## src/rtl/mtimer_pkg.sv

```systemverilog
// Shared constants for the machine-mode timer: register word offsets, ctrl field
// positions and reset values.
package mtimer_pkg;

  localparam logic [2:0] MTIME_LO    = 3'd0;
  localparam logic [2:0] MTIME_HI    = 3'd1;
  localparam logic [2:0] MTIMECMP_LO = 3'd2;
  localparam logic [2:0] MTIMECMP_HI = 3'd3;
  localparam logic [2:0] CTRL        = 3'd4;

  localparam int CTRL_EN_BIT  = 0;
  localparam int CTRL_DIV_LSB = 8;

  localparam logic [63:0] MTIME_RESET     = 64'h0;
  localparam logic [63:0] MTIMECMP_RESET  = 64'hFFFF_FFFF_FFFF_FFFF;
  localparam logic [31:0] RDATA_RESET     = 32'h0;

endpackage

```

## src/rtl/mtimer_prescaler.sv

```systemverilog
// Prescaler for mtime: counts 0..div while enabled and pulses tick on the
// cycle the count equals div (div = 0 ticks every cycle).
module mtimer_prescaler #(
  parameter int PRESCALE_W = 8
) (
  input  logic                  clk,
  input  logic                  rst,
  input  logic                  en,
  input  logic [PRESCALE_W-1:0] div,
  input  logic                  clr,
  output logic                  tick
);

  logic [PRESCALE_W-1:0] cnt_q, cnt_d;

  assign tick = en && (cnt_q == div);

  always_comb begin
    cnt_d = cnt_q;
    if (clr) begin
      cnt_d = '0;
    end else if (en) begin
      cnt_d = tick ? '0 : cnt_q + 1'b1;
    end
  end

  always_ff @(posedge clk or posedge rst) begin
    if (rst) begin
      cnt_q <= '0;
    end else begin
      cnt_q <= cnt_d;
    end
  end

endmodule

```

## src/rtl/mtimer.sv

```systemverilog
// Machine-mode timer: 64-bit prescaled mtime, 64-bit mtimecmp, active-low level
// interrupt, single-beat slave. MTIMER_SNAPSHOT_EN adds a tear-free mtime_hi shadow.
module mtimer
  import mtimer_pkg::*;
#(
  parameter int          PRESCALE_W = 8,
  parameter logic [63:0] CMP_RESET  = MTIMECMP_RESET
) (
  input  logic        clk,
  input  logic        rst,
  input  logic        cs,
  input  logic        we,
  input  logic [2:0]  addr,
  input  logic [31:0] wdata,
  output logic [31:0] rdata,
  output logic        ack,
  output logic        ti
);

  logic                  access, wr, rd;
  logic                  tick, ctrl_wr;
  logic [63:0]           mtime_q, mtime_d;
  logic [63:0]           mtimecmp_q, mtimecmp_d;
  logic                  en_q, en_d;
  logic [PRESCALE_W-1:0] div_q, div_d;
  logic [31:0]           rdata_q, rdata_d;
  logic                  ack_q, ti_q;
  logic [31:0]           ctrl_rd, rd_val;

  assign access  = ~cs;
  assign wr      = access & ~we;
  assign rd      = access & we;
  assign ctrl_wr = wr && (addr == CTRL);

  mtimer_prescaler #(.PRESCALE_W(PRESCALE_W)) u_prescaler (
    .clk  (clk),
    .rst  (rst),
    .en   (en_q),
    .div  (div_q),
    .clr  (ctrl_wr),
    .tick (tick)
  );

`ifdef MTIMER_SNAPSHOT_EN
  logic [31:0] shadow_q, shadow_d;
`endif

  always_comb begin
    ctrl_rd = '0;
    ctrl_rd[CTRL_EN_BIT] = en_q;
    ctrl_rd[CTRL_DIV_LSB +: PRESCALE_W] = div_q;
  end

  always_comb begin
    rd_val = '0;
    case (addr)
      MTIME_LO:    rd_val = mtime_q[31:0];
`ifdef MTIMER_SNAPSHOT_EN
      MTIME_HI:    rd_val = shadow_q;
`else
      MTIME_HI:    rd_val = mtime_q[63:32];
`endif
      MTIMECMP_LO: rd_val = mtimecmp_q[31:0];
      MTIMECMP_HI: rd_val = mtimecmp_q[63:32];
      CTRL:        rd_val = ctrl_rd;
      default:     rd_val = '0;
    endcase
  end

  // A software write to either mtime half wins over the prescaler tick.
  always_comb begin
    mtime_d    = mtime_q;
    mtimecmp_d = mtimecmp_q;
    en_d       = en_q;
    div_d      = div_q;
    if (wr && addr == MTIME_LO) begin
      mtime_d[31:0] = wdata;
    end else if (wr && addr == MTIME_HI) begin
      mtime_d[63:32] = wdata;
    end else if (tick) begin
      mtime_d = mtime_q + 64'd1;
    end
    if (wr && addr == MTIMECMP_LO) mtimecmp_d[31:0]  = wdata;
    if (wr && addr == MTIMECMP_HI) mtimecmp_d[63:32] = wdata;
    if (ctrl_wr) begin
      en_d  = wdata[CTRL_EN_BIT];
      div_d = wdata[CTRL_DIV_LSB +: PRESCALE_W];
    end
    rdata_d = rd ? rd_val : rdata_q;
  end

`ifdef MTIMER_SNAPSHOT_EN
  always_comb begin
    shadow_d = shadow_q;
    if (rd && addr == MTIME_LO) shadow_d = mtime_q[63:32];
    if (wr && (addr == MTIME_LO || addr == MTIME_HI)) shadow_d = mtime_d[63:32];
  end

  always_ff @(posedge clk or posedge rst) begin
    if (rst) shadow_q <= '0;
    else     shadow_q <= shadow_d;
  end
`endif

  always_ff @(posedge clk or posedge rst) begin
    if (rst) begin
      mtime_q    <= MTIME_RESET;
      mtimecmp_q <= CMP_RESET;
      en_q       <= 1'b0;
      div_q      <= '0;
      rdata_q    <= RDATA_RESET;
      ack_q      <= 1'b0;
      ti_q       <= 1'b1;
    end else begin
      mtime_q    <= mtime_d;
      mtimecmp_q <= mtimecmp_d;
      en_q       <= en_d;
      div_q      <= div_d;
      rdata_q    <= rdata_d;
      ack_q      <= access;
      ti_q       <= ~(mtime_q >= mtimecmp_q);
    end
  end

  assign rdata = rdata_q;
  assign ack   = ack_q;
  assign ti    = ti_q;

endmodule

```

## config.mk

```make
export PLATFORM = sky130hd
export DESIGN_NAME = mtimer
export DESIGN_NICKNAME = d
export VERILOG_FILES = /design/src/rtl/mtimer_pkg.sv /design/src/rtl/mtimer_prescaler.sv /design/src/rtl/mtimer.sv
export SDC_FILE = /design/constraint.sdc
export NUM_CORES = 1
export LEC_CHECK = 0
export ABC_AREA = 0
export BUFFER_PORTS_ARGS = -buffer_cell sky130_fd_sc_hd__buf_2
export CORE_MARGIN = 5
export CORE_UTILIZATION = 40
export CTS_CLUSTER_DIAMETER = 50
export DETAILED_ROUTE_END_ITERATION = 16
export PLACE_DENSITY = 0.6
export SLEW_MARGIN = 25
export SYNTH_ARGS = -nofsm -noshare
export SYNTH_HDL_FRONTEND = slang
export SYNTH_HIERARCHICAL = 1
export SYNTH_SLANG_ARGS = --single-unit
```

## constraint.sdc

```tcl
create_clock -name clk -period 5.3 [get_ports clk]
set_clock_uncertainty 0.1 [all_clocks]
set_input_delay 1.06 -clock clk [delete_from_list [all_inputs] [get_ports clk]]
set_output_delay 1.06 -clock clk [all_outputs]
set_load 0.01 [all_outputs]
```

==> flow_summary.json, run 1 <==
{
  "max_capacitance_violation_count": 0,
  "report.final.slew_viol_count": 0,
  "worstHoldPathCells": 2,
  "r2r-start": "u_prescaler/cnt_q[0]$_DFFE_PP0P_",
  "power_density_nw_per_um2": 379,
  "worst_pin_slew_ns": 0.975,
  "sum_neg_setup_slack_ns": 0,
  "vias_per_cell": 5.98,
  "synthDominantAreaCellType": "sky130_fd_sc_hd__dfrtp_1",
  "most_common_cell_in_the_netlist": "sky130_fd_sc_hd__nand2_1",
  "global_route.usage.total_pct": 21.3,
  "cts_tree": "yes",
  "worst_hold_path_ep": "rdata[18]$_DFFE_PP0P_",
  "syn-mean-instance-area_um2": 9.75,
  "ctsRootBufferMaster": "sky130_fd_sc_hd__clkbuf_16",
  "detail_route.wirelength_um": 32300,
  "timing.critical_path.max_delay_family": "simple AND/OR/NAND/NOR gates",
  "async_flop_share_pct": 100,
  "report.final.hold_viol_count": 0,
  "chip_width_um": 173,
  "num_antenna_cells": 0,
  "cts_inserted_buffers": 17,
  "globalplace.congestion": 0.902,
  "floorplan.initialDensity_pct": 40.8,
  "maximum_root_to_sink_buffer_count": 2,
  "max_freq_ghz": 0.282,
  "first_global_vias": 8750,
  "cts_repair_resize_count": 0,
  "worstRegToRegCells": 9,
  "grt.met2_usage_pct": 34.6,
  "layout-area-overhead-vs-synth_pct": 11.9,
  "grt_pass1_wl_um": 51200,
  "end_kind": "flop",
  "yosys.area.top_type_share_pct": 26.7,
  "fp.coreArea_um2": 26200,
  "timing.slew.headroom_pct": 34.1,
  "rr_endpoint": "mtime_q[26]$_DFFE_PP0P_",
  "io_buffers": 72,
  "crit_arrival_ns": 3.78,
  "critical_path.n_buffers_inverters": 1,
  "synth.cell_area_um2": 10700,
  "proportion_of_synthesized_chip_area_in_sequential_cells_pct": 42.7,
  "grt_setup_unrepaired": "false",
  "critical_path.startpoint_type": "flop",
  "crit_path_max_fanout": 11,
  "nNetsFinal": 1251,
  "drt-wirelength-per-cell_um": 21.6,
  "clk_pin_slew_worst_paths_ns": 0.07,
  "clock_insertion_delay_worst_skew_ns": 0.45,
  "route.antenna.remaining_nets": 0,
  "leakage_uw": 0.00510,
  "setup_violations": 0,
  "gr-total-overflow": 0,
  "run_status": "finished, final reports clean",
  "detail_route.iter0.violations": 792,
  "gr-usage-met1_pct": 30.1,
  "hold_ws_ns": 0.375,
  "layout-drive-gt1-share_pct": 23.6,
  "critical_path.slowest_cell": "sky130_fd_sc_hd__nor4_1",
  "synth-edff-count": 0,
  "synthTopCellsByCount": "sky130_fd_sc_hd__nand2_1, sky130_fd_sc_hd__dfrtp_1, sky130_fd_sc_hd__inv_1, sky130_fd_sc_hd__o21ai_0, sky130_fd_sc_hd__mux2_2",
  "holdCritStartpoint": "rdata[18]$_DFFE_PP0P_",
  "holdCritPathClass": "reg -> reg",
  "remaining_drc_errors": 0,
  "detailroute.via_count": 8929,
  "synthesis.instances": 1096,
  "post_detail_place_hpwl_um": 23300,
  "timing.critical_path.cells": "xnor2_1, nand4_1, nor3_4, inv_1, a21o_1, nor4_1, nand3_1, xnor2_1, mux2_2",
  "syn_nets": 1201,
  "std_cell_rows": 59,
  "critPathRequiredTime_ns": 5.53,
  "synth_ff_type": "sky130_fd_sc_hd__dfrtp_1",
  "yosys_reg_bits": 179,
  "layout_worst_path_cycle_share_pct": 67.0,
  "initial_antenna_violation_count": 1,
  "ys_types": 67,
  "cts_setup_buffers": 0,
  "die_h_um": 173,
  "synth_area_leaders": "sky130_fd_sc_hd__dfrtp_1, sky130_fd_sc_hd__dfstp_2, sky130_fd_sc_hd__mux2_2, sky130_fd_sc_hd__ha_1, sky130_fd_sc_hd__nand2_1",
  "grt_busiest_layer": "met2",
  "most_frequent_cell_on_the_critical_path": "sky130_fd_sc_hd__xnor2_1",
  "io_pins": 73,
  "cts-hold-fix-buffers": 0,
  "layout_min_cycle_time_ns": 3.55,
  "max_stage_delay_ns": 0.84,
  "met3_usage_pct": 3.66,
  "htree_levels": 4,
  "power.ir.vdd_worst_uv": 197,
  "detailedRoute.firstPassIterationCount": 6,
  "timing.setup.critical_path_class": "reg -> reg",
  "clock_sinks": 179,
  "ys_warn_count": 6,
  "r2r_setup_slack_ns": 1.75,
  "grt_max_degree": 65,
  "die_area_um2": 30100
}
area by class of cell:
type                    count  area [um2]
clock buffers              18         439
clock inverters            14         136
fillers                  2499       14200
inverters                  77         293
multi-input cells         785        5630
flip-flops and latches    179        4560
well taps                 335         419
repair buffers             86         478
logic make-up after synthesis:
group	Yosys count	share of synthesized area (%)
xor gates and xnor gates	46	3.77
AOI/OAI and AO/OA	257	16.5
adders and majority gates	66	7.73
muxes	76	8.10
buffers and inverters	132	4.77
DFF	179	42.7
and+or+nand+nor	340	16.5
sequential cells by signal, summed over array words and instances, names as in the netlist:
| name | count |
|---|---|
| mtime_q | 64 |
| ti | 1 |
| en_q | 1 |
| mtimecmp_q | 64 |
| ack | 1 |
| u_prescaler/cnt_q | 8 |
| div_q | 8 |
| rdata | 32 |
through the flow:
| stage | total power [uW] | util (%) | instances | cell area, um2 | setup slack, ns |
|---|---|---|---|---|---|
| after floorplan | 2850 | - | 1096 | 10700 | 2.01 |
| after global placement | 3250 | 43.4 | 1462 | 11400 | 1.44 |
| after detailed placement | 3290 | 43.4 | 1462 | 11400 | 1.39 |
| after CTS | 4550 | 45.6 | 1494 | 12000 | 1.78 |
| after global routing | 4810 | 45.6 | 1494 | 12000 | 1.53 |
| final | 4530 | 45.6 | 1494 | 12000 | 1.75 |
where the power goes:
part	internal, uW	switching (uW)
clock network	637	622
logic	541	600
registers	1740	395
cells in the final DEF, fill, tap and decap left out, drive strengths merged, types with 33 or more instances in the layout:
| cell | n |
|---|---|
| nand2 | 129 |
| xnor2 | 33 |
| nand3 | 50 |
| dfstp | 65 |
| mux2 | 74 |
| inv | 84 |
| nand4 | 34 |
| o21ai | 76 |
| dfrtp | 114 |
| buf | 86 |
| ha | 66 |
per-layer routing:
layer	share of wire (%)	vias to the layer above
met3	6.7	28
met5	0	-
met2	47	289
met1	45	4460
met4	1.2	0
li1	-	4152
worst register-to-register path, cell delays in order (launching register included):
cell and delay [ns]:
sky130_fd_sc_hd__dfrtp_1 0.47, sky130_fd_sc_hd__xnor2_1 0.18, sky130_fd_sc_hd__nand4_1 0.18, sky130_fd_sc_hd__nor3_4 0.44, sky130_fd_sc_hd__inv_1 0.19, sky130_fd_sc_hd__a21o_1 0.34, sky130_fd_sc_hd__nor4_1 0.84, sky130_fd_sc_hd__nand3_1 0.26
sky130_fd_sc_hd__xnor2_1 0.19, sky130_fd_sc_hd__mux2_2 0.25
how the worst max path moves through the flow:
| stage | cells after the start | end | start |
|---|---|---|---|
| 2_1_floorplan | 1 | ack$_DFF_PP0_ | rst |
| 3_3_place_gp | 7 | mtimecmp_q[62]$_DFFE_PP1P_ | addr[0] |
| 3_5_place_dp | 7 | mtimecmp_q[54]$_DFFE_PP1P_ | addr[0] |
| 4_1_cts | 9 | mtime_q[26]$_DFFE_PP0P_ | u_prescaler/cnt_q[0]$_DFFE_PP0P_ |
| 5_1_grt | 9 | mtime_q[26]$_DFFE_PP0P_ | u_prescaler/cnt_q[0]$_DFFE_PP0P_ |
| 6_report | 9 | mtime_q[26]$_DFFE_PP0P_ | u_prescaler/cnt_q[0]$_DFFE_PP0P_ |
Power figures use the tool's default switching activity.
==> inputs of run 2 (changes only) <==
Settings changed: PLACE_DENSITY 0.6 to 0.58.
Clock period 5.3 ns to 3.6 ns, I/O delays scaled along.
==> run 2 against run 1 <==
Compared with the run above: clock-buffer cell count decreased by 1; via count down 0.45%; largest power group unchanged; highest routed layer unchanged; cell area is 0.85% higher; critical path type unchanged; flip-flop and latch count is the same; critical path depth stayed put; final cell count increased by 0.40%.
==> flow_summary.json, run 2 (same netlist as run 1, synthesis figures left out) <==
{
  "maximum_root_to_sink_buffer_count": 2,
  "endpoint": "mtime_q[26]$_DFFE_PP0P_",
  "cp-startpoint": "u_prescaler/cnt_q[0]$_DFFE_PP0P_",
  "io_buffers": 72,
  "final_common_cell": "sky130_fd_sc_hd__nand2_1",
  "r2r_setup_slack_ns": 0.31,
  "crit_path_max_fanout": 11,
  "layout-drive-gt1-share_pct": 23.9,
  "r2r-start": "u_prescaler/cnt_q[0]$_DFFE_PP0P_",
  "clock_sinks": 179,
  "drt-wirelength-per-cell_um": 21.8,
  "detail_route.wirelength_um": 32700,
  "global_route.usage.total_pct": 21.7,
  "layout_common_cells": "sky130_fd_sc_hd__nand2_1, sky130_fd_sc_hd__dfrtp_1, sky130_fd_sc_hd__inv_1",
  "die_h_um": 173,
  "critPathRequiredTime_ns": 3.83,
  "nFillCells": 2512,
  "ctsRootBufferMaster": "sky130_fd_sc_hd__clkbuf_16",
  "nNetsFinal": 1257,
  "instances_no_fill": 1500,
  "layout_worst_path_cycle_share_pct": 91.5,
  "run_status": "finished, final reports clean",
  "gr-usage-met1_pct": 30.4,
  "rr_endpoint": "mtime_q[26]$_DFFE_PP0P_",
  "grt_pass1_wl_um": 51800,
  "fp.coreArea_um2": 26200,
  "grt_max_degree": 99,
  "detailedRoute.firstPassIterationCount": 5,
  "end_kind": "flop",
  "sum_neg_setup_slack_ns": 0,
  "met3_usage_pct": 4.58,
  "leakage_uw": 0.00515,
  "cts-hold-fix-buffers": 0,
  "route.antenna.remaining_nets": 0,
  "gr-total-overflow": 0,
  "timing.slew.headroom_pct": 40.1,
  "power_density_nw_per_um2": 562,
  "floorplan.initialDensity_pct": 40.8,
  "setup_violations": 0,
  "report.final.hold_viol_count": 0,
  "critical_path.startpoint_type": "flop",
  "remaining_drc_errors": 0,
  "layout_min_cycle_time_ns": 3.29,
  "grt.met2_usage_pct": 33.8,
  "std_cell_rows": 59,
  "layout-area-overhead-vs-synth_pct": 12.9,
  "htree_levels": 4,
  "holdCritPathClass": "in -> async",
  "grt_busiest_layer": "met2",
  "first_global_vias": 8925,
  "initial_antenna_violation_count": 0,
  "cts_repair_resize_count": 0,
  "power.ir.vdd_worst_uv": 324,
  "worst_pin_slew_ns": 0.890,
  "globalplace.congestion": 0.903,
  "max_capacitance_violation_count": 0,
  "cts_setup_buffers": 0,
  "cts_inserted_buffers": 17,
  "num_antenna_cells": 0,
  "post_detail_place_hpwl_um": 23400,
  "clk_pin_slew_worst_paths_ns": 0.07,
  "max_freq_ghz": 0.304,
  "io_pins": 73,
  "clock_insertion_delay_worst_skew_ns": 0.44,
  "worstRegToRegCells": 9,
  "detailroute.via_count": 8889,
  "report.final.slew_viol_count": 0,
  "grt_setup_unrepaired": "false",
  "chip_width_um": 173,
  "die_area_um2": 30100,
  "dp.cells": 1468,
  "detail_route.iter0.violations": 791,
  "vias_per_cell": 5.93,
  "crit_arrival_ns": 3.52,
  "timing.setup.critical_path_class": "reg -> reg",
  "cts_tree": "yes"
}
-- run 2: routing by layer --
metal / vias up / share of wire, %
met2: 272 / 45
met4: 0 / 2.5
met5: - / 0
met1: 4416 / 46
li1: 4149 / -
met3: 52 / 6.0
-- run 2: worst min path at each step --
| stage | from | end | slack [ns] | cells past startpoint |
|---|---|---|---|---|
| 6_report | rst | u_prescaler/cnt_q[4]$_DFFE_PP0P_ | 0.16 | 2 |
| 5_1_grt | rst | u_prescaler/cnt_q[4]$_DFFE_PP0P_ | 0.18 | 2 |
| 3_3_place_gp | rdata[18]$_DFFE_PP0P_ | rdata[18]$_DFFE_PP0P_ | 0.36 | 2 |
| 4_1_cts | rst | u_prescaler/cnt_q[5]$_DFFE_PP0P_ | 0.15 | 2 |
| 3_5_place_dp | rdata[25]$_DFFE_PP0P_ | rdata[25]$_DFFE_PP0P_ | 0.36 | 2 |
| 2_1_floorplan | en_q$_DFFE_PP0P_ | en_q$_DFFE_PP0P_ | 0.40 | 1 |
-- run 2: critical path, cell delays in order, from the launching register on --
cell                      delay [ns]
sky130_fd_sc_hd__dfrtp_1        0.45
sky130_fd_sc_hd__xnor2_1        0.18
sky130_fd_sc_hd__nand4_1        0.19
sky130_fd_sc_hd__nor3_4         0.28
sky130_fd_sc_hd__inv_1          0.13
sky130_fd_sc_hd__a21o_1         0.31
sky130_fd_sc_hd__nor4_1         0.81
sky130_fd_sc_hd__nand3_1        0.28
sky130_fd_sc_hd__xnor2_1        0.19
sky130_fd_sc_hd__mux2_2         0.25
-- run 2: cell type report --
type,instances,area (um2),area share (%)
Inverter,77,293,2.43
Sequential cell,179,4560,37.8
Multi-Input combinational cell,785,5630,46.7
Timing Repair Buffer,92,561,4.65
Clock inverter,15,171,1.42
Clock buffer,17,425,3.53
Tap cell,335,419,3.48
-- run 2: through the flow --
stage | setup WS [ns] | instance area (um2) | total power [uW] | hold slack (ns) | utilization [%]
3_5_place_dp | 0.327 | 11500 | 4860 | 0.365 | 43.7
4_1_cts | 0.296 | 12100 | 6810 | 0.152 | 46.0
2_1_floorplan | 0.650 | 10700 | 4200 | 0.401 | -
6_report | 0.308 | 12100 | 6780 | 0.163 | 46.0
5_1_grt | 0.144 | 12100 | 7210 | 0.180 | 46.0
3_3_place_gp | 0.321 | 11500 | 4800 | 0.356 | 43.7
-- run 2: power by group --
group	leakage [uW]	internal, uW	switching [uW]	total, uW
clock	0.000284	1050	896	1940
combinational	0.00273	811	898	1710
sequential	0.00213	2560	569	3130
total	0.00515	4420	2360	6780
==> inputs of run 3 (changes only) <==
--- a/config.mk
+++ b/config.mk
@@ -13,3 +13,3 @@
 export DETAILED_ROUTE_END_ITERATION = 16
-export PLACE_DENSITY = 0.58
+export PLACE_DENSITY = 0.66
 export SLEW_MARGIN = 25
==> constraint.sdc (replaced) <==
create_clock -name clk -period 3.6 [get_ports clk]
set_clock_uncertainty 0.1 [all_clocks]
set_input_delay 0.36 -clock clk [delete_from_list [all_inputs] [get_ports clk]]
set_output_delay 0.36 -clock clk [all_outputs]
set_load 0.01 [all_outputs]
==> run 3 against run 2 <==
Compared with the run above: non-clock buffer count rose by 7; critical endpoint unchanged; sequential power hardly changed; flip-flop and latch count unchanged; via count grew 2.3%; clock power rose by 8%; register-to-register slack better by 0.15 ns; sequential share of layout area decreased by 0.29 points.
==> flow_summary.json, run 3 (same netlist as run 1, synthesis figures left out) <==
{
  "layout_worst_path_cycle_share_pct": 87.3,
  "layout_min_cycle_time_ns": 3.14,
  "most_frequent_cell_on_the_critical_path": "sky130_fd_sc_hd__xnor2_1",
  "total_power_uw": 6930,
  "post_detail_place_hpwl_um": 23000,
  "std_cell_rows": 59,
  "cts-hold-fix-buffers": 1,
  "critPathRequiredTime_ns": 3.83,
  "detailedRoute.firstPassIterationCount": 5,
  "vias_per_cell": 6.04,
  "timing.critical_path.max_delay_family": "simple AND/OR/NAND/NOR gates",
  "layout_common_cells": "sky130_fd_sc_hd__nand2_1, sky130_fd_sc_hd__dfrtp_1, sky130_fd_sc_hd__inv_1",
  "first_global_vias": 8927,
  "drt-wirelength-per-cell_um": 21.2,
  "report.final.hold_viol_count": 0,
  "end_kind": "flop",
  "final_common_cell": "sky130_fd_sc_hd__nand2_1",
  "globalplace.congestion": 0.938,
  "gr-total-overflow": 0,
  "holdCritPathClass": "in -> reg",
  "global_route.usage.total_pct": 21.1,
  "critical_path.slowest_cell": "sky130_fd_sc_hd__nor4_1",
  "timing.critical_path.cells": "xnor2_1, nand4_1, nor3_4, inv_1, a21o_1, nor4_1, nand3_1, xnor2_1, mux2_2",
  "io_buffers": 72,
  "die_area_um2": 30100,
  "detail_route.wirelength_um": 31900,
  "sum_neg_setup_slack_ns": 0,
  "leakage_uw": 0.00521,
  "finish.instance_area_um2": 12200,
  "power_density_nw_per_um2": 571,
  "num_antenna_cells": 0,
  "nNetsFinal": 1264,
  "ctsRootBufferMaster": "sky130_fd_sc_hd__clkbuf_16",
  "htree_levels": 4,
  "run_status": "finished, final reports clean",
  "detail_route.iter0.violations": 903,
  "cts_setup_buffers": 0,
  "power.ir.vdd_worst_uv": 284,
  "clk_pin_slew_worst_paths_ns": 0.07,
  "cts_tree": "yes",
  "crit_arrival_ns": 3.37,
  "chip_width_um": 173,
  "maximum_root_to_sink_buffer_count": 2,
  "cts_repair_resize_count": 0,
  "fp.coreArea_um2": 26200,
  "clock_insertion_delay_worst_skew_ns": 0.44,
  "clock_sinks": 179,
  "die_h_um": 173,
  "remaining_drc_errors": 0,
  "grt_setup_unrepaired": "false",
  "report.final.slew_viol_count": 0,
  "max_capacitance_violation_count": 0,
  "grt_max_degree": 73,
  "layout-area-overhead-vs-synth_pct": 13.8,
  "worst_pin_slew_ns": 0.907,
  "timing.setup.critical_path_class": "reg -> reg",
  "floorplan.initialDensity_pct": 40.8,
  "timing.slew.headroom_pct": 39.5,
  "grt_pass1_wl_um": 51400,
  "max_freq_ghz": 0.318,
  "cts_inserted_buffers": 17,
  "setup_violations": 0,
  "layout-drive-gt1-share_pct": 24.3,
  "crit_path_max_fanout": 11,
  "placement.cell_area_um2": 11500,
  "io_pins": 73,
  "max_stage_delay_ns": 0.75,
  "critical_path.n_buffers_inverters": 1,
  "route.antenna.remaining_nets": 0,
  "detailroute.via_count": 9090,
  "critical_path.startpoint_type": "flop",
  "initial_antenna_violation_count": 0
}
-- run 3: changes by cell type in the layout (fill, tap and decap cells not counted), sizes merged --
| cell | change |
|---|---|
| inv | -2 |
| buf | +6 |
| bufinv | +3 |
| clkinvlp | -2 |
| dlygate4sd3 | +1 |
-- run 3: where the power goes --
group,switching [uW],leakage (uW),internal (uW)
sequential,537,0.00213,2560
clock,857,0.000311,1240
combinational,919,0.00277,822
-- run 3: area by class of cell --
cell class / instances / area [um2]
Clock buffer: 17 / 425
Clock inverter: 14 / 223
Fill cell: 2496 / 14100
Inverter: 77 / 293
Multi-Input combinational cell: 785 / 5630
Sequential cell: 179 / 4560
Tap cell: 335 / 419
Timing Repair Buffer: 99 / 603
-- run 3: metrics by stage --
step	worst slack (ns)	hold slack (ns)	util [%]	std cells
4_1_cts	0.573	0.0578	46.4	1506
6_report	0.458	0.0672	46.4	1506
3_3_place_gp	0.608	0.260	43.9	1474
5_1_grt	0.416	0.0669	46.4	1506
3_5_place_dp	0.589	0.265	43.9	1474
2_1_floorplan	0.898	0.0757	-	1096
-- run 3: worst paths after layout --
path,endpoint,startpoint,cells after the start,slack (ns)
max,mtime_q[26]$_DFFE_PP0P_,u_prescaler/cnt_q[1]$_DFFE_PP0P_,9,0.46
min,ack$_DFF_PP0_,cs,2,0.07
max reg2reg,mtime_q[26]$_DFFE_PP0P_,u_prescaler/cnt_q[1]$_DFFE_PP0P_,9,0.46
min reg2reg,rdata[20]$_DFFE_PP0P_,rdata[20]$_DFFE_PP0P_,2,0.37
max in group asynchronous,mtimecmp_q[33]$_DFFE_PP1P_,rst,4,1.99
min in group asynchronous,u_prescaler/cnt_q[5]$_DFFE_PP0P_,rst,3,0.36
-- run 3: layer usage --
layer,GRT usage [%],up-vias,wire (um)
li1,-,4170,-
met5,0,-,0
met4,6.29,0,595
met2,33.3,337,14900
met3,4.03,45,2130
met1,29.7,4538,14200
